File: src/rtl/rv_seq_pkg.sv
// Shared types and constants for the RV32I single-bus sequencer.
// The state encoding, en_sig bit positions, opcodes and register-file address selects live here.
package rv_seq_pkg;

  // state | meaning
  // IDLE  | parked, all outputs 0
  // F0..F3 | fetch; FW waits on RAM read latency
  // DEC   | opcode branch
  // Ax/Ix/Lx/Sx | R-type / I-type ALU / load / store execute; LW waits on RAM
  // ILL   | unsupported opcode, exits only on reset
  typedef enum logic [4:0] {
    ST_IDLE = 5'd0,
    ST_F0   = 5'd1,
    ST_F1   = 5'd2,
    ST_FW   = 5'd3,
    ST_F2   = 5'd4,
    ST_F3   = 5'd5,
    ST_DEC  = 5'd6,
    ST_A0   = 5'd7,
    ST_A1   = 5'd8,
    ST_A2   = 5'd9,
    ST_I0   = 5'd10,
    ST_I1   = 5'd11,
    ST_I2   = 5'd12,
    ST_L0   = 5'd13,
    ST_L1   = 5'd14,
    ST_L2   = 5'd15,
    ST_L3   = 5'd16,
    ST_LW   = 5'd17,
    ST_L4   = 5'd18,
    ST_S0   = 5'd19,
    ST_S1   = 5'd20,
    ST_S2   = 5'd21,
    ST_S3   = 5'd22,
    ST_ILL  = 5'd23
  } state_e;

  typedef enum logic [1:0] {
    RF_X0  = 2'd0,
    RF_RD  = 2'd1,
    RF_RS1 = 2'd2,
    RF_RS2 = 2'd3
  } rf_sel_e;

  localparam int EN_W          = 17;
  localparam int EN_PC_BUS     = 16;
  localparam int EN_ALU_BUS    = 15;
  localparam int EN_IMM_BUS    = 14;
  localparam int EN_RF_BUS     = 13;
  localparam int EN_RD_BUS     = 12;
  localparam int EN_PC         = 11;
  localparam int EN_A          = 10;
  localparam int EN_B          = 9;
  localparam int EN_IR         = 8;
  localparam int EN_RF_WEN     = 7;
  localparam int EN_RF_REN     = 6;
  localparam int EN_ALU_B4     = 5;
  localparam int EN_RF_SEL_LSB = 1;
  localparam int EN_ALU_FUNC   = 0;

  localparam logic [6:0] OP_R_TYPE = 7'b0110011;
  localparam logic [6:0] OP_I_ALU  = 7'b0010011;
  localparam logic [6:0] OP_LOAD   = 7'b0000011;
  localparam logic [6:0] OP_STORE  = 7'b0100011;

  function automatic logic is_final(input state_e s);
    return (s == ST_A2) || (s == ST_I2) || (s == ST_L4) || (s == ST_S3);
  endfunction

endpackage

File: src/rtl/rv_seq_perf.sv
// Busy-cycle and retire counters for the sequencer; both wrap modulo 2^32.
// Instantiated by rv_seq_ctrl only when RV_SEQ_PERF_EN is defined.
module rv_seq_perf
  import rv_seq_pkg::*;
(
  input  logic        clk,
  input  logic        rst_n,
  input  logic        busy_i,
  input  logic        retire_i,
  output logic [31:0] cycle_cnt_o,
  output logic [31:0] retire_cnt_o
);

  logic [31:0] cycle_cnt_q, cycle_cnt_d;
  logic [31:0] retire_cnt_q, retire_cnt_d;

  always_comb begin
    cycle_cnt_d  = busy_i   ? cycle_cnt_q + 32'd1  : cycle_cnt_q;
    retire_cnt_d = retire_i ? retire_cnt_q + 32'd1 : retire_cnt_q;
  end

  always_ff @(posedge clk or negedge rst_n) begin
    if (!rst_n) begin
      cycle_cnt_q  <= '0;
      retire_cnt_q <= '0;
    end else begin
      cycle_cnt_q  <= cycle_cnt_d;
      retire_cnt_q <= retire_cnt_d;
    end
  end

  assign cycle_cnt_o  = cycle_cnt_q;
  assign retire_cnt_o = retire_cnt_q;

endmodule

File: src/rtl/rv_seq_ctrl.sv
// Moore sequencer for the single-bus RV32I datapath: fetch, decode, execute R/I/load/store.
// Optional RV_SEQ_PERF_EN adds cycle_cnt_o / retire_cnt_o performance counters.
module rv_seq_ctrl
  import rv_seq_pkg::*;
#(
  parameter int unsigned RAM_RD_LAT = 2
) (
  input  logic            clk,
  input  logic            rst_n,
  input  logic            run_i,
  input  logic [6:0]      opcode_i,
  output logic [EN_W-1:0] en_sig_o,
  output logic            mar_en_o,
  output logic            ram_ren_o,
  output logic            ram_wen_o,
  output logic            busy_o,
  output logic            illegal_o
`ifdef RV_SEQ_PERF_EN
  ,
  output logic [31:0]     cycle_cnt_o,
  output logic [31:0]     retire_cnt_o
`endif
);

  // Wait states hold RAM_RD_LAT-1 cycles; the counter loads the remaining count minus one.
  localparam int unsigned WAIT_N      = (RAM_RD_LAT > 1) ? RAM_RD_LAT - 2 : 0;
  localparam logic [2:0]  WAIT_RELOAD = 3'(WAIT_N);
  localparam bit          HAS_WAIT    = (RAM_RD_LAT > 1);

  state_e     state_q, state_d;
  logic [2:0] wait_q, wait_d;

  always_comb begin
    state_d = state_q;
    wait_d  = wait_q;
    case (state_q)
      ST_IDLE: if (run_i) state_d = ST_F0;
      ST_F0:   state_d = ST_F1;
      ST_F1: begin
        if (HAS_WAIT) begin
          state_d = ST_FW;
          wait_d  = WAIT_RELOAD;
        end else begin
          state_d = ST_F2;
        end
      end
      ST_FW: begin
        if (wait_q == 3'd0) state_d = ST_F2;
        else                wait_d  = wait_q - 3'd1;
      end
      ST_F2:   state_d = ST_F3;
      ST_F3:   state_d = ST_DEC;
      ST_DEC: begin
        case (opcode_i)
          OP_R_TYPE: state_d = ST_A0;
          OP_I_ALU:  state_d = ST_I0;
          OP_LOAD:   state_d = ST_L0;
          OP_STORE:  state_d = ST_S0;
          default:   state_d = ST_ILL;
        endcase
      end
      ST_A0:   state_d = ST_A1;
      ST_A1:   state_d = ST_A2;
      ST_I0:   state_d = ST_I1;
      ST_I1:   state_d = ST_I2;
      ST_L0:   state_d = ST_L1;
      ST_L1:   state_d = ST_L2;
      ST_L2:   state_d = ST_L3;
      ST_L3: begin
        if (HAS_WAIT) begin
          state_d = ST_LW;
          wait_d  = WAIT_RELOAD;
        end else begin
          state_d = ST_L4;
        end
      end
      ST_LW: begin
        if (wait_q == 3'd0) state_d = ST_L4;
        else                wait_d  = wait_q - 3'd1;
      end
      ST_S0:   state_d = ST_S1;
      ST_S1:   state_d = ST_S2;
      ST_S2:   state_d = ST_S3;
      ST_A2, ST_I2, ST_L4, ST_S3: state_d = run_i ? ST_F0 : ST_IDLE;
      ST_ILL:  state_d = ST_ILL;
      default: state_d = ST_IDLE;
    endcase
  end

  always_ff @(posedge clk or negedge rst_n) begin
    if (!rst_n) begin
      state_q <= ST_IDLE;
      wait_q  <= 3'd0;
    end else begin
      state_q <= state_d;
      wait_q  <= wait_d;
    end
  end

  // Outputs depend on state_q only, so reset clears them without waiting for a clock.
  always_comb begin
    en_sig_o  = '0;
    mar_en_o  = 1'b0;
    ram_ren_o = 1'b0;
    ram_wen_o = 1'b0;
    case (state_q)
      ST_F0: begin
        en_sig_o[EN_PC_BUS] = 1'b1;
        en_sig_o[EN_A]      = 1'b1;
        mar_en_o            = 1'b1;
      end
      ST_F1, ST_L3: ram_ren_o = 1'b1;
      ST_F2: begin
        en_sig_o[EN_RD_BUS] = 1'b1;
        en_sig_o[EN_IR]     = 1'b1;
      end
      ST_F3: begin
        en_sig_o[EN_ALU_BUS] = 1'b1;
        en_sig_o[EN_ALU_B4]  = 1'b1;
        en_sig_o[EN_PC]      = 1'b1;
      end
      ST_A0, ST_I0, ST_L0, ST_S0: begin
        en_sig_o[EN_RF_REN]                 = 1'b1;
        en_sig_o[EN_RF_SEL_LSB +: 2]        = RF_RS1;
        en_sig_o[EN_RF_BUS]                 = 1'b1;
        en_sig_o[EN_A]                      = 1'b1;
      end
      ST_A1: begin
        en_sig_o[EN_RF_REN]                 = 1'b1;
        en_sig_o[EN_RF_SEL_LSB +: 2]        = RF_RS2;
        en_sig_o[EN_RF_BUS]                 = 1'b1;
        en_sig_o[EN_B]                      = 1'b1;
      end
      ST_I1, ST_L1, ST_S1: begin
        en_sig_o[EN_IMM_BUS] = 1'b1;
        en_sig_o[EN_B]       = 1'b1;
      end
      ST_A2, ST_I2: begin
        en_sig_o[EN_ALU_BUS]                = 1'b1;
        en_sig_o[EN_ALU_FUNC]               = 1'b1;
        en_sig_o[EN_RF_WEN]                 = 1'b1;
        en_sig_o[EN_RF_SEL_LSB +: 2]        = RF_RD;
      end
      ST_L2, ST_S2: begin
        en_sig_o[EN_ALU_BUS] = 1'b1;
        mar_en_o             = 1'b1;
      end
      ST_L4: begin
        en_sig_o[EN_RD_BUS]                 = 1'b1;
        en_sig_o[EN_RF_WEN]                 = 1'b1;
        en_sig_o[EN_RF_SEL_LSB +: 2]        = RF_RD;
      end
      ST_S3: begin
        en_sig_o[EN_RF_REN]                 = 1'b1;
        en_sig_o[EN_RF_SEL_LSB +: 2]        = RF_RS2;
        en_sig_o[EN_RF_BUS]                 = 1'b1;
        ram_wen_o                           = 1'b1;
      end
      default: ;
    endcase
  end

  assign busy_o    = (state_q != ST_IDLE) && (state_q != ST_ILL);
  assign illegal_o = (state_q == ST_ILL);

`ifdef RV_SEQ_PERF_EN
  rv_seq_perf u_perf (
    .clk          (clk),
    .rst_n        (rst_n),
    .busy_i       (busy_o),
    .retire_i     (is_final(state_q)),
    .cycle_cnt_o  (cycle_cnt_o),
    .retire_cnt_o (retire_cnt_o)
  );
`endif

endmodule

File: config.mk
export PLATFORM = sky130hd
export DESIGN_NAME = rv_seq_ctrl
export DESIGN_NICKNAME = d
export VERILOG_FILES = /design/src/rtl/rv_seq_pkg.sv /design/src/rtl/rv_seq_perf.sv /design/src/rtl/rv_seq_ctrl.sv
export SDC_FILE = /design/constraint.sdc
export NUM_CORES = 1
export LEC_CHECK = 0
export ABC_AREA = 1
export BUFFER_PORTS_ARGS = -buffer_cell sky130_fd_sc_hd__buf_2
export CAP_MARGIN = 20
export CORE_ASPECT_RATIO = 0.7
export CORE_UTILIZATION = 33
export DETAILED_ROUTE_END_ITERATION = 16
export HOLD_SLACK_MARGIN = 0.02
export PLACE_DENSITY = 0.59
export SYNTH_ARGS = -nofsm -noshare
export SYNTH_HDL_FRONTEND = slang
export SYNTH_SLANG_ARGS = --single-unit
File: constraint.sdc
create_clock -name clk -period 2.19 [get_ports clk]
set_input_delay 0.219 -clock clk [delete_from_list [all_inputs] [get_ports clk]]
set_output_delay 0.219 -clock clk [all_outputs]
set_load 0.02 [all_outputs]
==> results.md, run 1 <==
* EDFF count, synth at 0
* Clock-pin slew on the worst setup and hold paths at about 0.04 ns
* Hold Startpoint: opcode_i[6]
* Most common cell in the synthesized netlist: nand2_1
* Vias per cell at just under 5
* #FFs+latches synth at 8
* Layout cells sized above 1 at 0.196
* Detail Route Antenna Nets at 0
* Syn Inst Count at 160
* Tmin final at 1.96 ns
* Routed len/inst at 10.8 um
* Diodes inserted at 0
* Reg2reg path depth at 8
* Final Setup Violations at 0
* GRT overflow at 0
* Commonest cells post-synth: nand2_1 (49), nor2_1 (30), inv_1 (25)
* Vias at 1,098
* Final hold vios at 0
* Crit path kind: reg -> out
* Overall global routing resource usage at 0.176
* Simple-gate share of the synthesized area at 0.477
* Reg-to-reg critical path endpoint: state_q[0]$_DFFE_PN0P_
* Critical Path Start Type: flop
* Initial Utilization at 0.354
* # DRC at 0
* Crit path DAT at 1.74 ns
* RD Place Congestion at 0.985
* # H-tree levels at 1
* Largest net degree at the start of global routing at 10
* Critical path buffers and inverters at 3
* Width of the die at 64.1 um
* Status: completed
* Vias in the first global route at 886
* Chip height at 45.4 um
* Leakage at 0.720 nW
* First-pass GRT wire length at between 3000 and 4000 um
* Clk buf depth at 2
* Worst vdd ir at roughly 0.00042 V
* Achievable frequency at 510 MHz
* Total CTS buffers at 3
* # fillers at roughly 270
* Row cnt at 15
* DRT iter0 DRCs at 97
* Core Area at between 0.002 and 0.003 mm^2
* Reg2Reg Launch Point: state_q[2]$_DFFE_PN0P_
* Adder-cell share of the synthesized area at 0.0281
* Unique masters post-synth at 20
* Family with the most delay on the worst path: simple AND/OR/NAND/NOR gates
* Synth top area cells: dfrtp_1 (23%), nand2_1 (21%), nor2_1 (13%), inv_1 (11%), nand3_1 (8.4%)
* Die area at ~0.0029 mm^2
* Synth Area in XOR/XNOR at 0.00985
* Final Cycle Share at 0.896
* Cell area after synthesis at 890 um^2
* Hold crit path type: in -> reg
* I/O pin count at 32
* Cell Pwr Density at 1280 mW/mm^2
* Setup TNS at 0 ns
* Syn Area/Cell at about 5.6 um^2
* WL final at ~2400 um
* Ys flop type: dfrtp_1
* Largest family of logic cells by synthesized area: simple AND/OR/NAND/NOR gates
* Slowest cell on crit path: dfrtp_1
* Slowest stage delay, CP at approximately 0.4 ns
* Worst path required time at 1.97 ns
* Synthesis-to-finish area growth at 23.1%
* CTS Root Cell: clkbuf_8
* DR pass1 iterations at 6
* Cell count along the critical path at 8
* Share of the yosys chip area belonging to registers at 0.225
* CTS tree: done
* Initial antenna violation count at 0
* Overall power at 1.40 mW
* Clock Latency Late Sink at 0.22 ns
* Max-cap violation count at 0
* Ys Warns at 0
* CP Capture Type: output port
* Clk_skew at roughly 0.0023 ns
* Fraction of the mapped netlist area in compound gates at 0.108
* Max-slew violations at 0
* DPL Wire Length at about 2000 um
* IO Port Bufs at 29
* Maximum net fanout on the critical path at 6
* FFs w/ async S/R, synth at 1.00
* Top-area cell type share of the netlist area at 0.225
* Clock Sinks at 8
* Post-synthesis mux area share at 0
* Hold endpoint: state_q[4]$_DFFE_PN0P_
* Hold Path Stages at 3
* RSZ-0062 raised after global routing: no
* # nets final at about 200
* R2R Setup Slk at ~0.57 ns
* Area leader, netlist: dfrtp_1
* Critical path cell sequence: inv_1, nand2_1, nor2_1, nand2_1, o21ai_0, inv_1, nand3_1, buf_2
[worst max-delay path by stage]
stage	from	endpoint	slack (ns)
floorplan	state_q[3]$_DFFE_PN0P_	en_sig_o[13]	0.40
global placement	state_q[0]$_DFFE_PN0P_	en_sig_o[13]	0.50
detailed placement	state_q[1]$_DFFE_PN0P_	en_sig_o[13]	0.53
CTS	state_q[1]$_DFFE_PN0P_	en_sig_o[13]	0.29
global route	state_q[0]$_DFFE_PN0P_	en_sig_o[6]	0.12
finish	state_q[0]$_DFFE_PN0P_	en_sig_o[13]	0.23
[flip-flops by register name (all words and copies together), names as in the netlist]
| name | flops |
|---|---|
| state_q | 5 |
| wait_q | 3 |
[power by group]
group | leakage [nW] | total [mW] | internal, mW | switching, mW
registers | 0.105 | 0.276 | 0.210 | 0.0664
clock network | 0.0216 | 0.174 | 0.119 | 0.0548
logic | 0.594 | 0.949 | 0.298 | 0.652
total | 0.720 | 1.40 | 0.626 | 0.773
[through the flow]
stage,hold slack [ns],cell area [um^2],setup WS [ns],cells,utilization
3_5_place_dp,0.0763,1040,0.532,219,0.415
4_1_cts,0.289,1090,0.285,223,0.435
6_report,0.291,1090,0.228,223,0.435
5_1_grt,0.306,1090,0.123,223,0.435
3_3_place_gp,0.0702,1040,0.498,219,0.415
2_1_floorplan,-0.0766,893,0.402,161,-
[logic make-up (layout without fill, tap and decap cells)]
logic type	count (synthesis)	after routing
AO/OA/AOI/OAI	17	17
XOR/XNOR	1	1
adder cells (fa/ha/maj)	2	2
buffers and inverters	30	58
flip-flops	8	8
other	1	2
AND/OR/NAND/NOR	101	101
[worst register-to-register path: stages, from the launching register on]
cell     delay (ns)
dfrtp_1        0.47
nor2_4         0.23
nand2_1        0.18
o21ai_2        0.23
nand2_2        0.12
o21ai_2        0.10
inv_1          0.07
nand2_1        0.06
nand2_1        0.04
[layout by cell type, fill, tap and decap left out]
cell	n
dfrtp_1	8
conb_1	2
nand3_1	15
nand3b_1	1
nand2_2	1
a21oi_1	5
ha_1	2
nor2_1	30
nand3_2	1
o21ai_0	8
buf_2	29
o22ai_1	1
dlygate4sd3_1	1
nand2_1	49
nand4_1	2
nor3_1	1
nor2_4	1
xor2_1	1
clkbuf_8	3
o21ai_2	2
o211ai_1	1
inv_1	25
[final cells by class]
class,count,area [um^2],area share
timing repair buffer,30,155,0.142
multi-input combinational,123,562,0.513
sequential,8,200,0.183
inverter,25,93.8,0.0857
clock buffer,3,41.3,0.0377
tap,34,42.5,0.0389
[per-layer routing]
layer | track usage | wire length [um]
met5 | 0 | 0
met4 | 0.0545 | 19
met3 | 0.0525 | 309
met2 | 0.279 | 1030
met1 | 0.232 | 1040
[timing repair]
action	CTS	global route
endpoints found under the hold margin	8	0
resized for setup	0	0
hold buffers	1	0
setup buffers	0	0
(Power assumes the default switching activity.)
==> run 2, diff against run 1 <==
RECOVER_POWER = 50   (was not set)
==> run 2 against run 1 <==
Hold slack hardly changed; register-to-register slack lost 0.19 ns; non-clock buffer count did not move; combinational power decreased by 1%; die area stayed put; global-route usage did not move; power decreased by 0.98%; first-iteration DRC count up 30%; critical path depth is the same; critical endpoint unchanged.
==> results.md, run 2 (synthesis gave the netlist of run 1 again) <==
* Clock Latency Late Sink at 0.22 ns
* Overall global routing resource usage at 0.176
* RSZ-0062 raised after global routing: no
* # resized after CTS at 0
* Vias at 1,096
* Max reg flops at 5
* Crit path kind: reg -> out
* Vias per cell at 4.91
* Slowest stage delay, CP at ~0.40 ns
* Leakage at roughly 0.69 nW
* Die area at 0.00291 mm^2
* Most frequent cells in the layout: nand2_1 (49), nor2_1 (30), inv_1 (25)
* CTS tree: done
* Slowest cell on crit path: dfrtp_1
* DRT iter0 DRCs at between 100 and 150
* Hold crit path type: in -> reg
* # DRC at 0
* Maximum net fanout on the critical path at 6
* DPL Wire Length at 2000 um
* Clock-pin slew on the worst setup and hold paths at 0.04 ns
* # fillers at 272
* # H-tree levels at 1
* WL final at approximately 2400 um
* Total CTS buffers at 3
* Placed insts at 219
* Commonest non-fill, non-tap cell in the layout: nand2_1
* Diodes inserted at 0
* Overall power at 1.39 mW
* Tmin final at about 2 ns
* Routed len/inst at 10.9 um
* Initial antenna violation count at 0
* Clock Sinks at 8
* Largest net degree at the start of global routing at 10
* Core Area at 0.00251 mm^2
* Max-cap violation count at 0
* Row cnt at 15
* Detail Route Antenna Nets at 0
* Chip height at between 40 and 50 um
* Top reg by flops: state_q
* Width of the die at approximately 64 um
* IO Port Bufs at 29
* Post-Layout Cell Count at 223
* Crit path DAT at 1.75 ns
* I/O pin count at 32
* Cell Pwr Density at 1280 mW/mm^2
* Worst vdd ir at 0.000421 V
* Final Cycle Share at 0.899
* Setup bufs post-CTS at 0
* Critical Path Start Type: flop
* Setup TNS at 0 ns
* Post-Place Setup Slack at between 0.5 and 0.6 ns
* RD Place Congestion at roughly 1
* Max-slew violations at 0
* Clk_skew at roughly 0.0023 ns
* Final Setup Violations at 0
* Top Registers: state_q (5), wait_q (3)
* Synthesis-to-finish area growth at 21.4%
* Layout cells sized above 1 at 0.159
* Critical path cell sequence: inv_1, nand2_1, nor2_1, nand2_1, o21ai_0, inv_1, nand3_1, buf_2
* CTS Root Cell: clkbuf_8
* First-pass GRT wire length at between 3000 and 4000 um
* # nets final at 203
* CP Capture Type: output port
* Final hold vios at 0
* Achievable frequency at 508 MHz
* Worst path required time at around 2 ns
* Final worst slack at 0.221 ns
* Status: completed
* Vias in the first global route at around 890
* Clk buf depth at 2
* DR pass1 iterations at 5
* GRT overflow at 0
* Hold Buf Count CTS at 1
* Initial Utilization at 0.354
==> run 2: final timing paths <==
kind                                         from                     end  slack, ns  depth (start not counted)
setup / recovery           state_q[0]$_DFFE_PN0P_            en_sig_o[13]       0.22                          8
hold / removal                        opcode_i[6]  state_q[4]$_DFFE_PN0P_       0.29                          3
setup reg to reg           state_q[2]$_DFFE_PN0P_   wait_q[2]$_DFFE_PN0P_       0.38                          7
hold reg to reg             wait_q[1]$_DFFE_PN0P_   wait_q[1]$_DFFE_PN0P_       0.56                          2
max in group asynchronous                   rst_n   wait_q[2]$_DFFE_PN0P_       1.42                          2
min in group asynchronous                   rst_n  state_q[1]$_DFFE_PN0P_       0.45                          2
==> run 2: critical path, delay by kind of cell (launching register included) <==
family,cells,cell delay (ns)
and+or+nand+nor,4,0.65
buffers and inverters,3,0.39
AOI/OAI and AO/OA,1,0.09
DFF,1,0.40
==> run 2: layout make-up <==
cell class	instances	area, um^2	area share
Clock buffer	3	41.3	0.0382
Inverter	25	93.8	0.0869
Multi-Input combinational cell	123	553	0.512
Sequential cell	8	200	0.185
Tap cell	34	42.5	0.0394
Timing Repair Buffer	30	149	0.138
==> run 2: layer usage <==
metal / vias to the layer above / global-route usage / part of all wire
met3: 2 / 0.0525 / 0.14
met5: - / 0 / 0
li1: 555 / - / -
met4: 0 / 0.0545 / 0.0058
met1: 469 / 0.232 / 0.43
met2: 70 / 0.279 / 0.43
==> run 2: power by group <==
group | total, mW | switching, mW | internal, mW | leakage, nW
Sequential | 0.276 | 0.0664 | 0.210 | 0.105
Clock | 0.174 | 0.0547 | 0.119 | 0.0216
Combinational | 0.936 | 0.648 | 0.287 | 0.567
Total | 1.39 | 0.769 | 0.616 | 0.693
==> run 2: stage by stage <==
| stage | cell area (um^2) | util | hold WS (ns) |
|---|---|---|---|
| final | 1080 | 0.429 | 0.291 |
| after global routing | 1080 | 0.429 | 0.306 |
| after CTS | 1090 | 0.435 | 0.289 |
| after detailed placement | 1040 | 0.415 | 0.0763 |
| after global placement | 1040 | 0.415 | 0.0702 |
| after floorplan | 893 | - | -0.0766 |
==> run 3, diff against run 2 <==
PLACE_DENSITY = 0.69   (was 0.59)
==> run 3 against run 2 <==
Die area unchanged; sequential share of layout area unchanged; final cell count unchanged; sequential cell count unchanged; sequential power about the same; global-route usage down 0.19 points; critical path depth down 2; combinational power down 1%; setup slack better by 0.026 ns; fmax up 1.3%; largest cell class unchanged; highest routed layer unchanged.
==> results.md, run 3 (synthesis gave the netlist of run 1 again) <==
* Top Registers: state_q (5), wait_q (3)
* Reg2Reg Launch Point: state_q[2]$_DFFE_PN0P_
* Status: completed
* CTS Root Cell: clkbuf_8
* IO Port Bufs at 29
* I/O pin count at 32
* Critical path cell sequence: nor2_1, nand2_1, nor2_1, inv_1, o21ai_0, buf_2
* Critical path endpoint: en_sig_o[12]
* Leakage at 0.692 nW
* Row cnt at 15
* Commonest non-fill, non-tap cell in the layout: nand2_1
* Max-cap violation count at 0
* Maximum net fanout on the critical path at 7
* Crit path kind: reg -> out
* CP Capture Type: output port
* Final Setup Violations at 0
* Initial antenna violation count at 0
* Top reg by flops: state_q
* Final hold vios at 0
* Synthesis-to-finish area growth at 21.4%
* Max reg flops at 5
* Vias in the first global route at 878
* Reg2reg path depth at 7
* Cell count along the critical path at 6
* Width of the die at 64.1 um
* Worst vdd ir at around 0.00032 V
* Crit path DAT at about 1.7 ns
* Die area at 0.00291 mm^2
* Tmin final at 1.94 ns
* Cell repeated most along the worst path: nor2_1
* Achievable frequency at 515 MHz
* Setup TNS at 0 ns
* Vias at ~1,100
* Core Area at ~0.0025 mm^2
* CTS tree: done
* Cell Pwr Density at around 1300 mW/mm^2
* Slowest cell on crit path: dfrtp_1
* Clock Sinks at 8
* WL final at 2320 um
* Vias per cell at between 4 and 5
* Hold Path Stages at 3
* Chip height at ~45 um
* Family with the most delay on the worst path: simple AND/OR/NAND/NOR gates
* Total CTS buffers at 3
* Max-slew violations at 0
* Initial Utilization at 0.354
* Layout cells sized above 1 at 0.159
* Overall power at between 1 and 1.5 mW
* Worst path required time at 1.97 ns
* Overall global routing resource usage at 0.174
* Most frequent cells in the layout: nand2_1 (49), nor2_1 (30), inv_1 (25)
* Critical Path Start Type: flop
* First-pass GRT wire length at 3820 um
* RSZ-0062 raised after global routing: no
* Reg-to-reg critical path endpoint: wait_q[2]$_DFFE_PN0P_
* # DRC at 0
* # nets final at roughly 200
* Setup bufs post-CTS at 0
* Critical path buffers and inverters at 2
* Detail Route Antenna Nets at 0
* Routed len/inst at between 10 and 15 um
* Final Cycle Share at 0.887
* # H-tree levels at 1
* Hold crit path type: in -> reg
* R2R Setup Slk at between 0.4 and 0.5 ns
* # fillers at between 200 and 300
* Clock-pin slew on the worst setup and hold paths at roughly 0.04 ns
* GRT overflow at 0
* DPL Wire Length at between 1500 and 2000 um
* Clock Latency Late Sink at 0.23 ns
* Slowest stage delay, CP at 0.44 ns
* Clk_skew at 0.000978 ns
* Launch point of the worst path: state_q[1]$_DFFE_PN0P_
* Diodes inserted at 0
* DRT iter0 DRCs at 97
* Clk buf depth at 2
* RD Place Congestion at 0.935
* DR pass1 iterations at 5
* Largest net degree at the start of global routing at 10
[run 3: cell counts in the layout (fill, tap and decap cells not counted)]
No cell type changed its count.
[run 3: routing by layer]
metal  up-vias  global-route usage  routed length, um  part of all wire
met2        68               0.255                911              0.39
met3         2              0.0475                285              0.12
li1        560                   -                  -                 -
met4         0              0.0409                 12            0.0052
met5         -                   0                  0                 0
met1       445               0.252               1110              0.48
[run 3: metrics by stage]
step           setup slack (ns)   util  std cells  hold slack [ns]  cell area, um^2
2_1_floorplan             0.402      -        161          -0.0766              893
3_3_place_gp              0.461  0.415        219           0.0737             1040
3_5_place_dp              0.530  0.415        219           0.0742             1040
4_1_cts                   0.283  0.435        223            0.295             1090
5_1_grt                   0.114  0.429        223            0.325             1080
6_report                  0.247  0.429        223            0.289             1080
[run 3: how the worst min path moves through the flow]
stage | startpoint | end
final | opcode_i[6] | state_q[4]$_DFFE_PN0P_
after global routing | run_i | state_q[1]$_DFFE_PN0P_
after CTS | opcode_i[6] | state_q[4]$_DFFE_PN0P_
after detailed placement | rst_n | wait_q[1]$_DFFE_PN0P_
after global placement | rst_n | wait_q[1]$_DFFE_PN0P_
after floorplan | rst_n | state_q[0]$_DFFE_PN0P_
[run 3: timing repair]
action | CTS | global route
resized for setup | 0 | 0
hold endpoints to repair | 8 | 0
hold buffers | 1 | 0
[run 3: area by class of cell]
type,count,area [um^2],share of cell area
Tap cell,34,42.5,0.0394
Clock buffer,3,41.3,0.0382
Sequential cell,8,200,0.185
Inverter,25,93.8,0.0869
Multi-Input combinational cell,123,553,0.512
Timing Repair Buffer,30,149,0.138
[run 3: where the power goes]
group / internal (mW) / total, mW / switching (mW)
clock network: 0.119 / 0.175 / 0.0560
registers: 0.210 / 0.276 / 0.0668
logic: 0.289 / 0.927 / 0.638
[run 3: worst register-to-register path: stages (launching register included)]
cell and delay (ns):
dfrtp_1 0.47, nor2_4 0.22, nand2_1 0.14, o21ai_0 0.39, nand2_2 0.15, nand3_1 0.17
nand3_1 0.08, o21ai_0 0.08
